--- src/rtl/sodor_dmem_bridge_pkg.sv ---
// rtl/sodor_dmem_bridge_pkg.sv - shared types and constants for the dmem bridge
`ifndef SIZE_OF_THE_BUS
`define SIZE_OF_THE_BUS 32
`endif

package sodor_dmem_bridge_pkg;
  localparam int BUS_W = `SIZE_OF_THE_BUS;

  typedef enum logic [2:0] {
    ST_IDLE  = 3'd0,
    ST_ISSUE = 3'd1,
    ST_DELAY = 3'd2,
    ST_RESP  = 3'd3,
    ST_ERR   = 3'd4
  } state_t;

  localparam logic FCN_WR = 1'b1;
  localparam logic FCN_RD = 1'b0;
endpackage

--- src/rtl/sodor_sat_counter.sv ---
// rtl/sodor_sat_counter.sv - 32-bit saturating counter with synchronous load
module sodor_sat_counter (
  input  logic        clk,
  input  logic        rst,
  input  logic        i_load,
  input  logic [31:0] i_load_val,
  input  logic        i_inc,
  output logic [31:0] o_count
);
  logic [31:0] r_count;

  always_ff @(posedge clk) begin
    if (rst) begin
      r_count <= '0;
    end else if (i_load) begin
      r_count <= i_load_val;
    end else if (i_inc && (r_count != 32'hFFFF_FFFF)) begin
      r_count <= r_count + 32'd1;
    end
  end

  assign o_count = r_count;
endmodule

--- src/rtl/sodor_dmem_bridge.sv ---
// rtl/sodor_dmem_bridge.sv - single-outstanding dmem bridge with latency injection
module sodor_dmem_bridge
  import sodor_dmem_bridge_pkg::*;
#(
  parameter int               LATENCY   = 1,
  parameter logic [BUS_W-1:0] ADDR_BASE = 32'h0000_0000,
  parameter logic [BUS_W-1:0] ADDR_SIZE = 32'h0001_0000
) (
  input  logic             clk,
  input  logic             rst,
  input  logic             core_req_valid,
  output logic             core_req_ready,
  input  logic [BUS_W-1:0] core_req_addr,
  input  logic [BUS_W-1:0] core_req_data,
  input  logic             core_req_fcn,
  input  logic [2:0]       core_req_typ,
  output logic             core_resp_valid,
  output logic [BUS_W-1:0] core_resp_data,
  output logic             mem_req_valid,
  output logic [BUS_W-1:0] mem_req_addr,
  output logic [BUS_W-1:0] mem_req_data,
  output logic             mem_req_fcn,
  output logic [2:0]       mem_req_typ,
  input  logic             mem_resp_valid,
  input  logic [BUS_W-1:0] mem_resp_data,
  output logic             err_valid,
  output logic [BUS_W-1:0] err_addr,
  output logic [31:0]      req_count
);
  localparam logic [7:0] LAT_M1 = 8'(LATENCY - 1);

  state_t           r_state;
  state_t           w_next_state;
  logic [BUS_W-1:0] r_addr;
  logic [BUS_W-1:0] r_wdata;
  logic             r_fcn;
  logic [2:0]       r_typ;
  logic [BUS_W-1:0] r_rdata;
  logic [BUS_W-1:0] r_err_addr;
  logic [7:0]       r_cnt;
  logic             w_accept;
  logic             w_in_range;
  logic             w_capture;

  // Offset compare equals base/limit compare because the window never wraps.
  assign w_in_range     = (core_req_addr - ADDR_BASE) < ADDR_SIZE;
  assign core_req_ready = (r_state == ST_IDLE) && !rst;
  assign w_accept       = core_req_valid && core_req_ready;
  assign w_capture      = (r_state == ST_ISSUE) && mem_resp_valid;

  always_ff @(posedge clk) begin
    if (rst) begin
      r_state <= ST_IDLE;
    end else begin
      r_state <= w_next_state;
    end
  end

  always_comb begin
    w_next_state    = r_state;
    mem_req_valid   = 1'b0;
    core_resp_valid = 1'b0;
    core_resp_data  = '0;
    err_valid       = 1'b0;
    unique case (r_state)
      ST_IDLE: begin
        if (w_accept) w_next_state = w_in_range ? ST_ISSUE : ST_ERR;
      end
      ST_ISSUE: begin
        mem_req_valid = 1'b1;
        if (mem_resp_valid) w_next_state = (LATENCY == 1) ? ST_RESP : ST_DELAY;
      end
      ST_DELAY: begin
        if (r_cnt == 8'd1) w_next_state = ST_RESP;
      end
      ST_RESP: begin
        core_resp_valid = 1'b1;
        core_resp_data  = r_rdata;
        w_next_state    = ST_IDLE;
      end
      ST_ERR: begin
        core_resp_valid = 1'b1;
        err_valid       = 1'b1;
        w_next_state    = ST_IDLE;
      end
      default: w_next_state = ST_IDLE;
    endcase
  end

  always_ff @(posedge clk) begin
    if (rst) begin
      r_addr     <= '0;
      r_wdata    <= '0;
      r_fcn      <= FCN_RD;
      r_typ      <= '0;
      r_rdata    <= '0;
      r_err_addr <= '0;
      r_cnt      <= '0;
    end else begin
      if (w_accept) begin
        r_addr  <= core_req_addr;
        r_wdata <= core_req_data;
        r_fcn   <= core_req_fcn;
        r_typ   <= core_req_typ;
        if (!w_in_range) r_err_addr <= core_req_addr;
      end
      if (w_capture) begin
        r_rdata <= (r_fcn == FCN_WR) ? '0 : mem_resp_data;
        r_cnt   <= LAT_M1;
      end else if (r_state == ST_DELAY) begin
        r_cnt <= r_cnt - 8'd1;
      end
    end
  end

  assign mem_req_addr = r_addr;
  assign mem_req_data = r_wdata;
  assign mem_req_fcn  = r_fcn;
  assign mem_req_typ  = r_typ;
  assign err_addr     = r_err_addr;

  sodor_sat_counter u_req_count (
    .clk        (clk),
    .rst        (rst),
    .i_load     (1'b0),
    .i_load_val (32'h0),
    .i_inc      (w_accept),
    .o_count    (req_count)
  );
endmodule

--- config.mk ---
export PLATFORM = sky130hd
export DESIGN_NAME = sodor_dmem_bridge
export DESIGN_NICKNAME = d
export VERILOG_FILES = /design/src/rtl/sodor_dmem_bridge_pkg.sv /design/src/rtl/sodor_sat_counter.sv /design/src/rtl/sodor_dmem_bridge.sv
export SDC_FILE = /design/constraint.sdc
export NUM_CORES = 1
export LEC_CHECK = 0
export CORE_MARGIN = 2
export CORE_UTILIZATION = 46
export CTS_BUF_LIST = sky130_fd_sc_hd__clkbuf_16
export CTS_CLUSTER_SIZE = 20
export DETAILED_ROUTE_END_ITERATION = 10
export PLACE_DENSITY = 0.85
export REMOVE_ABC_BUFFERS = 1
export SLEW_MARGIN = 0
export SYNTH_ARGS = -nofsm -noshare
export SYNTH_HDL_FRONTEND = slang
export SYNTH_SLANG_ARGS = --single-unit
--- constraint.sdc ---
create_clock -name clk -period 6.1 [get_ports clk]
set_clock_uncertainty 0.2 [all_clocks]
set_input_delay 1.83 -clock clk [delete_from_list [all_inputs] [get_ports clk]]
set_output_delay 1.83 -clock clk [all_outputs]
set_load 0.01 [all_outputs]
Word level (Yosys, flattened, before mapping) --
Cells that the tools add are included.
Word-level totals: output and inout port bits 168, register bits 175, logic and storage cells 42, input bits 104
Cells by class: eq/ne operators 9, $lt $le $gt $ge 1, reduce and logical (&&, ||, !) cells 10, $add $sub $neg 2, mux-type cells 10, bitwise gates (word level) 1
Operator list (number):
- 32-bit two-way mux | 2
- 32-bit by 1-bit adder with 32-bit output (second input constant) | 1
- 32-bit by 17-bit less-than comparator with 1-bit output (second input constant) | 1
- 32-bit != test (second input constant) | 1
- 3-bit two-way mux | 4
- 3-bit one-hot mux with 3 select lines | 1
- 8-bit by 1-bit equality test with 1-bit output (second input constant) | 1
- 8-bit by 1-bit subtractor with 8-bit output (second input constant) | 1
- 3-bit by 2-bit equality test with 1-bit output (second input constant) | 2
- 1-bit logical AND | 4
- 2-bit != test (second input constant) | 2
- 2-bit OR reduction | 2
- 3-bit by 1-bit equality test with 1-bit output (second input constant) | 1
- 3-bit equality test (second input constant) | 1
- 3-bit zero test | 1
- 1-bit two-way mux | 3
- 3-bit AND reduction | 1
- 2-bit by 1-bit != test with 1-bit output (second input constant) | 1
- 2-bit AND reduction | 1
- 1-bit zero test | 1
- 1-bit NOT | 1

Depth between registers and ports, before layout --
Gate-level depths: netlist of the first run.
depth in word-level cells 5, gate-level depth with buffers 8, gate-level depth less buffers 6

By module --
Synthesis of the first run repeated with hierarchy kept, for this count alone.
Second synthesis, totals: cells, all modules 829, area, all modules 7497.2 µm²
Modules (own cells, without submodules):
- sodor_dmem_bridge | seq. area each 2862.7 µm², instances 1, cells each 585, area each 5462.7 µm²
- sodor_sat_counter | seq. area each 640.6 µm², instances 1, cells each 244, area each 2034.5 µm²

Worst setup path after synthesis of the first run --
Ideal clock, no wire load.
path kind input -> output, start in rst, end out core_req_ready, stages on the path 2, data required time 4070 ps, setup slack 1788 ps, arrival 2282 ps, path buffers 1, cells stage by stage clkbuf_1 -> nor4_4
Between the ends: cells in the longest elaborated chain, start to end 2
RTL lines:
- start, declared | line sodor_dmem_bridge.sv:10 | input logic rst,
- 1-bit zero test | line sodor_dmem_bridge.sv:47 | assign core_req_ready = (r_state == ST_IDLE) && !rst;
- 1-bit logical AND | line sodor_dmem_bridge.sv:47
- end, declared | line sodor_dmem_bridge.sv:12 | output logic core_req_ready,
Every way passes these cells.

Worst setup path in the final report of the first run --
Ends and elaborated chain as after synthesis.

==> impl_metrics.csv, run 1 <==
group,metric,value,unit
yosys,synth_top_flop_cell,"dfxtp_1",
hold_path,min_to,"mem_req_addr[26]$_SDFFE_PP0P_",
clock_tree,path_clk_slew,60,ps
clock_tree,cts_buffers,17,
place,portBuffers,271,
yosys,synth_top_family_by_area,"simple AND/OR/NAND/NOR gates",
critical_path,rrSetupSlack,2720,ps
yosys,yosysTopAreaCell,"dfxtp_1",
floorplanning,die-area,15340,µm²
floorplanning,ioPinCount,272,
finish,nNetsFinal,1133,
yosys,ys_ff_latch,175,
place,place_congestion,0.7665,
clock_tree,clock-sinks,175,
route,routed_via_density,5.255,
route,num_vias,6400,
finish,utilization,71.79,%
sta,slew_headroom,28.13,%
sta,period_share,78.99,%
critical_path,worstSetupPathType,"input port to output port",
critical_path,reg2reg_to,"u_req_count.o_count[14]$_SDFFE_PP0P_",
yosys,ys_warn_count,0,
power_and_ir_drop,p_leak,3.837,nW
status,outcome,"complete, no violations",
route,wire_per_inst,16.01,µm
power_and_ir_drop,fin_total_pwr,2.572,mW
sta,tightest_slew,1074,ps
clock_tree,clockRootBuffer,"clkbuf_16",
place,dpl.hpwl,13330,µm
yosys,synth_cells,775,
yosys,synth_area,6606,µm²
grt,grt_pass1_wl,29150,µm
critical_path,cp-end-kind,"output port",
finish,drive_above_1_share,4.335,%
yosys,synth_edf_count,0,
route,drt-initial-drc-count,432,
yosys,synthArstFlopShare,0,%
hold_path,min-delay-start,"mem_req_addr[26]$_SDFFE_PP0P_",
clock_tree,clock_path_buffers,2,
clock_tree,cts_tree,"built",
sta,min_period,4818,ps
critical_path,worstPathArrival,2790,ps
route,drtAntennaViolNets,0,
clock_tree,cts_resized,0,
sta,drv_slew,0,
critical_path,crit_fanout,3,
yosys,synth.yosys.seq_area_share,53.03,%
finish,syn_to_final_growth,51.42,%
yosys,synth_most_common_cell,"nand2_1",
floorplanning,die_y,123.8,µm
critical_path,startpoint_type,"input port",
clock_tree,clk_latency,420,ps
grt,antenna_found_initial,0,
sta,fmax,0.2075,GHz
clock_tree,post_cts_buffers,0,
sta,setup_tns,0,ps
sta,rsz0062_at_grt,"no",
yosys,synth_top_cell_area_share,53.03,%
critical_path,r2r-start,"u_req_count.o_count[1]$_SDFFE_PP0P_",
route,dr.pass1.iters,5,
yosys,yosys.area_share.simple,28.41,%
hold_path,hold_path_class,"flop to flop",
yosys,synth_compound_area_share,13.24,%
power_and_ir_drop,ir_drop,0.1816,mV
sta,hold_viol_final,0,
floorplanning,start_util,47.41,%
yosys,synth_common_cells,"nand2_1 (213), dfxtp_1 (175), a21oi_1 (63), nand3_1 (63), clkbuf_1 (38)",
flow_run,drv_cap,0,
critical_path,reg2reg_depth,7,
route,drc,0,
route,wirelength,19500,µm
grt,grtUsageTotal,24.40,%
finish,antenna_cells,0,
grt,grt_pass1_vias,5831,
critical_path,crit_required,4070,ps
floorplanning,core,13930,µm²
power_and_ir_drop,power.density,257.1,nW/µm²
yosys,postSynthAreaPerCell,8.524,µm²
sta,setup_violations,0,
clock_tree,htreeDepth,4,
grt,grt_max_degree,73,
yosys,synthXorXnorAreaFrac,0.7955,%
clock_tree,cts_hold_buf,0,
floorplanning,die_w,123.8,µm
yosys,synth_fa_ha_area_share,0.5682,%
floorplanning,rows,43,
hold_path,hold_depth,2,
yosys,muxShareOfSynthArea,0.3220,%
yosys,yosys-top-cells-area,"dfxtp_1 (53%), nand2_1 (12%), a21oi_1 (4.8%), nand3_1 (4.8%), a22o_1 (4.4%)",
yosys,ys_types,46,
grt,overflow,0,
## flip-flops by register name, summed over array words and instances, names as in the netlist
signal	count
mem_req_addr	32
mem_req_data	32
r_state	3
r_rdata	32
mem_req_typ	3
u_req_count.o_count	32
mem_req_fcn	1
err_addr	32
r_cnt	8
## metal layers
layer,GRT usage [%],vias to the layer above,part of all wire [%]
met2,42.24,248,49
met5,0,-,0
met1,27.17,2945,39
li1,-,3173,-
met3,8.562,34,9.3
met4,10.23,0,2.4
## kinds of logic after synthesis
logic type | Yosys count
AOI/OAI and AO/OA | 135
xor gates and xnor gates | 6
adders and majority gates | 3
buffers and inverters | 58
DFF | 175
muxes | 2
and+or+nand+nor | 396
## area by class of cell
| class | instances | area, µm² |
|---|---|---|
| Timing Repair Buffer | 280 | 2775 |
| Clock inverter | 14 | 153.9 |
| Tap cell | 180 | 225.2 |
| Clock buffer | 17 | 425.4 |
| Multi-Input combinational cell | 542 | 2883 |
| Inverter | 10 | 37.54 |
| Fill cell | 1080 | 3931 |
| Sequential cell | 175 | 3503 |
## cell usage in the layout (no fill, tap or decap), types with 5 or more instances in the layout
cell	synthesis	layout
buf_4	1	9
a22o_1	33	33
or3_1	11	11
nand2_1	213	213
or4_1	18	18
and3_1	5	5
clkdlybuf4s50_1	0	270
inv_1	9	13
and2_1	33	32
nor2_1	17	17
nand4_1	10	10
o21ai_0	12	12
nand3_1	63	63
dfxtp_1	175	175
clkbuf_16	0	17
o31ai_1	18	18
nor4_1	8	7
a21oi_1	63	62
## worst max path at each step
stage / slack, ps / from / depth (start not counted) / endpoint
2_1_floorplan: 820 / rst / 6 / err_addr[16]$_SDFFE_PP0P_
6_report: 1280 / rst / 3 / core_req_ready
5_1_grt: 1260 / rst / 3 / core_req_ready
3_5_place_dp: 1270 / rst / 3 / core_req_ready
3_3_place_gp: 1290 / rst / 3 / core_req_ready
4_1_cts: 1270 / rst / 3 / core_req_ready
## power by group
group          internal [mW]  total (mW)  switching (mW)  leakage (nW)
Combinational          0.157       0.286           0.129          2.12
Sequential              1.19        1.21          0.0235          1.43
Clock                  0.635        1.07           0.439         0.288
## through the flow
step           worst slack [ps]  instances  hold WS [ps]  area, µm²
4_1_cts                    1272       1218         243.7      10000
2_1_floorplan             821.2        727         240.6       6404
5_1_grt                    1261       1218         257.5      10000
3_5_place_dp               1272       1187         234.2       9424
6_report                   1282       1218         243.5      10000
3_3_place_gp               1290       1187         230.8       9424
## critical path, cell delays in order
cell and delay (ps):
buf_2 140, nor4_4 200, clkdlybuf4s50_1 620
(Power assumes the default switching activity.)
==> inputs of run 2 (changes only) <==
- CORE_UTILIZATION: 46 -> 39
- PLACE_DENSITY: 0.85 -> 0.77
- clock period: 6.1 -> 4.39 ns (I/O delays scaled with it)
==> impl_metrics.csv, run 2 (synthesis results as in run 1) <==
group,metric,value,unit
clock_tree,clk_latency,420,ps
finish,stdcell_area,10060,µm²
sta,tightest_slew,1098,ps
critical_path,crit_required,2870,ps
power_and_ir_drop,comb_power_share,11.1,%
clock_tree,path_clk_slew,70,ps
finish,drive_above_1_share,5.096,%
route,drtAntennaViolNets,0,
place,place_ws,579.3,ps
hold_path,hold_path_class,"flop to flop",
place,portBuffers,271,
critical_path,worstSetupPathType,"input port to output port",
clock_tree,clock_path_buffers,2,
sta,min_period,3792,ps
finish,syn_to_final_growth,52.27,%
sta,drv_slew,0,
finish,fillers,1464,
floorplanning,rows,47,
power_and_ir_drop,pwr-share-seq,47.3,%
finish,multiInputGateArea,2883,µm²
place,place_area,9482,µm²
route,drc,0,
floorplanning,core,16580,µm²
floorplanning,die-area,18000,µm²
clock_tree,post_cts_buffers,0,
route,routed_via_density,5.114,
sta,period_share,86.37,%
critical_path,worstPathArrival,2270,ps
sta,layout_setup_ws,598.5,ps
grt,met2_usage,35.64,%
critical_path,crit_fanout,3,
sta,rsz0062_at_grt,"no",
power_and_ir_drop,switching_power,0.8891,mW
route,dr.pass1.iters,5,
power_and_ir_drop,clkPwrFrac,41.5,%
grt,grt_max_degree,55,
clock_tree,cts_resized,0,
grt,grtUsageTotal,21.06,%
finish,final_common_cell,"clkdlybuf4s50_1",
place,dp.cells,1228,
route,num_vias,6444,
critical_path,cp-end-kind,"output port",
place,dpl.hpwl,13550,µm
status,outcome,"complete, no violations",
power_and_ir_drop,p_int,2.670,mW
sta,slew_headroom,26.50,%
grt,grt_pass1_wl,30520,µm
finish,nNetsFinal,1134,
grt,antenna_found_initial,0,
finish,final_cell_mix,"clkdlybuf4s50_1 (270), nand2_1 (213), dfxtp_1 (175)",
critical_path,startpoint_type,"input port",
sta,hold_viol_final,0,
power_and_ir_drop,power.density,353.8,nW/µm²
place,place_congestion,0.7848,
grt,overflow,0,
floorplanning,ioPinCount,272,
finish,fin_cells,1260,
finish,layout.area.seq,3503,µm²
clock_tree,htreeDepth,4,
floorplanning,die_w,134.2,µm
grt,gr-usage-met3,6.387,%
sta,setup_violations,0,
clock_tree,cts_hold_buf,0,
sta,fin_hold_ws,248.1,ps
clock_tree,clockRootBuffer,"clkbuf_16",
clock_tree,cts_tree,"built",
finish,antenna_cells,0,
route,wirelength,19300,µm
floorplanning,start_util,39.84,%
power_and_ir_drop,switching_share,24.98,%
sta,fmax,0.2637,GHz
clock_tree,cts_buffers,17,
grt,grt_most_used_layer,"met2",
route,drt-initial-drc-count,214,
clock_tree,clock-sinks,175,
power_and_ir_drop,ir_drop,0.2661,mV
power_and_ir_drop,p_leak,3.827,nW
flow_run,drv_cap,0,
floorplanning,die_y,134.2,µm
route,wire_per_inst,15.32,µm
grt,grt_pass1_vias,6082,
grt,use_met1,25.35,%
## run 2: changes by cell type in the layout (fill, tap and decap cells not counted), moves of 2 or more
cell        previous run  this run
inv_1                 13         9
inv_8                  0         4
bufinv_16              3         1
clkinv_1               2         0
clkinvlp_4             3         5
inv_6                  1         3
## run 2: routing by layer
metal | part of all wire (%) | wire, µm | up-vias
met5 | 0 | 0 | -
met4 | 2.0 | 377 | 0
met3 | 8.5 | 1633 | 28
met2 | 48 | 9239 | 238
met1 | 42 | 8048 | 2986
li1 | - | - | 3192
## run 2: final timing paths
| check | start | end | depth (start not counted) | slack [ps] |
|---|---|---|---|---|
| worst max-delay path | rst | core_req_ready | 3 | 600 |
| worst min-delay path | mem_req_addr[22]$_SDFFE_PP0P_ | mem_req_addr[22]$_SDFFE_PP0P_ | 2 | 250 |
| worst max register to register | u_req_count.o_count[0]$_SDFFE_PP0P_ | u_req_count.o_count[8]$_SDFFE_PP0P_ | 7 | 820 |
| worst min register to register | mem_req_addr[22]$_SDFFE_PP0P_ | mem_req_addr[22]$_SDFFE_PP0P_ | 2 | 250 |
## run 2: through the flow
stage          power [mW]  TNS (ps)  util, %
6_report            3.559         0    60.66
5_1_grt             3.691         0    60.66
4_1_cts             3.603         0    60.66
3_5_place_dp        2.119         0    57.18
3_3_place_gp        2.114         0    57.18
2_1_floorplan       1.837    -15960        -
## run 2: worst max-delay path, cell delays in order
cell and delay (ps):
buf_2 150, nor4_4 200, clkdlybuf4s50_1 610
## run 2: area by class of cell
| type | count | share of cell area (%) |
|---|---|---|
| clock buffer | 17 | 4.229 |
| clock inverter | 15 | 1.517 |
| inverter | 10 | 0.3731 |
| multi-input combinational | 542 | 28.66 |
| sequential | 175 | 34.83 |
| tap | 220 | 2.736 |
| timing repair buffer | 281 | 27.66 |
## run 2: power by group through the flow
stage	logic, mW	clock network, mW	registers (mW)
global placement	0.397	0	1.72
finish	0.397	1.48	1.68
floorplan	0.0893	0	1.75
global route	0.429	1.57	1.69
detailed placement	0.400	0	1.72
CTS	0.401	1.52	1.68
==> inputs of run 3 (changes only) <==
- CAP_MARGIN: unset -> 20
- CORE_UTILIZATION: 39 -> 43
- PLACE_DENSITY: 0.77 -> 0.8
- clock period: 4.39 -> 3.7 ns (I/O delays scaled with it)
==> impl_metrics.csv, run 3 (synthesis results as in run 1) <==
group,metric,value,unit
floorplanning,core,15090,µm²
place,place_ws,281.4,ps
place,place_area,9492,µm²
finish,layout.area.seq,3503,µm²
finish,syn_to_final_growth,52.42,%
sta,setup_violations,0,
grt,grt_pass1_wl,29600,µm
critical_path,crit_required,2390,ps
critical_path,crit_chain,"buf_2 > nor4_4 > clkdlybuf4s50_1",
critical_path,crit_family,"buffers and inverters",
route,dr.pass1.iters,4,
place,dp.cells,1201,
floorplanning,die_w,128.0,µm
clock_tree,clock_path_buffers,2,
clock_tree,htreeDepth,4,
sta,layout_setup_ws,283.7,ps
power_and_ir_drop,ir_drop,0.2863,mV
sta,fmax,0.2927,GHz
place,dpl.hpwl,13230,µm
clock_tree,cts_hold_buf,0,
power_and_ir_drop,p_leak,3.858,nW
sta,setup_tns,0,ps
floorplanning,start_util,43.78,%
finish,antenna_cells,0,
finish,final_cell_mix,"clkdlybuf4s50_1 (270), nand2_1 (213), dfxtp_1 (175)",
floorplanning,die_y,128.0,µm
sta,slew_headroom,39.61,%
place,place_congestion,0.8252,
finish,drive_above_1_share,5.354,%
route,routed_via_density,5.159,
critical_path,startpoint_type,"input port",
route,drtAntennaViolNets,0,
clock_tree,cts_resized,0,
route,drc,0,
route,drt-initial-drc-count,388,
sta,period_share,92.33,%
sta,rsz0062_at_grt,"no",
grt,grt_pass1_vias,5910,
power_and_ir_drop,power.density,417.8,nW/µm²
critical_path,slowest_delay,650,ps
finish,fillers,1245,
clock_tree,path_clk_slew,70,ps
clock_tree,post_cts_buffers,0,
place,portBuffers,271,
sta,fin_hold_ws,241.9,ps
finish,stdcell_area,10070,µm²
route,num_vias,6366,
floorplanning,ioPinCount,272,
power_and_ir_drop,fin_total_pwr,4.207,mW
floorplanning,rows,45,
clock_tree,clock-sinks,175,
sta,tightest_slew,905.8,ps
clock_tree,cts_buffers,17,
finish,nNetsFinal,1140,
critical_path,crit_buf_inv,2,
grt,grtUsageTotal,22.77,%
status,outcome,"complete, no violations",
route,wire_per_inst,15.30,µm
clock_tree,cts_tree,"built",
finish,multiInputGateArea,2883,µm²
finish,fin_cells,1234,
critical_path,cp-end-kind,"output port",
critical_path,cp_slowest_cell,"clkdlybuf4s50_1",
critical_path,crit_fanout,3,
grt,grt_max_degree,73,
clock_tree,clk_latency,420,ps
grt,antenna_found_initial,0,
finish,utilization,66.73,%
floorplanning,die-area,16370,µm²
critical_path,rrSetupSlack,300,ps
hold_path,hold_path_class,"flop to flop",
grt,overflow,0,
sta,min_period,3416,ps
sta,hold_viol_final,0,
critical_path,worstPathArrival,2110,ps
clock_tree,clockRootBuffer,"clkbuf_16",
sta,drv_slew,0,
route,wirelength,18890,µm
finish,final_common_cell,"clkdlybuf4s50_1",
critical_path,worstSetupPathType,"input port to output port",
flow_run,drv_cap,0,
-- run 3: cell count changes in the layout (fill, tap and decap cells not counted), sizes merged --
cell | previous run | this run
buf | 11 | 17
bufinv | 1 | 2
inv | 17 | 13
clkinv | 2 | 5
-- run 3: power breakdown --
part / internal, mW / switching [mW]
sequential: 1.96 / 0.0380
clock: 0.989 / 0.743
combinational: 0.265 / 0.213
-- run 3: layout make-up --
class	count	area share, %
clock buffers	17	4.225
clock inverters	15	1.441
inverters	10	0.3728
multi-input cells	542	28.63
flip-flops and latches	175	34.79
well taps	188	2.336
repair buffers	287	28.21
-- run 3: per-layer routing --
metal | wire (µm) | track usage (%)
met1 | 7888 | 27.08
met2 | 9401 | 39.57
met5 | 0 | 0
met4 | 457 | 8.080
met3 | 1138 | 6.219
-- run 3: final timing paths --
kind	start	end	cells after the start
worst min register to register	mem_req_addr[22]$_SDFFE_PP0P_	mem_req_addr[22]$_SDFFE_PP0P_	2
worst max-delay path	rst	core_req_ready	3
worst min-delay path	mem_req_addr[22]$_SDFFE_PP0P_	mem_req_addr[22]$_SDFFE_PP0P_	2
worst max register to register	u_req_count.o_count[6]$_SDFFE_PP0P_	u_req_count.o_count[0]$_SDFFE_PP0P_	7
-- run 3: tightest hold or removal path: cells and delay by family (launching register included) --
family        cells  cell delay, ps
flops             1             310
simple gates      2              90
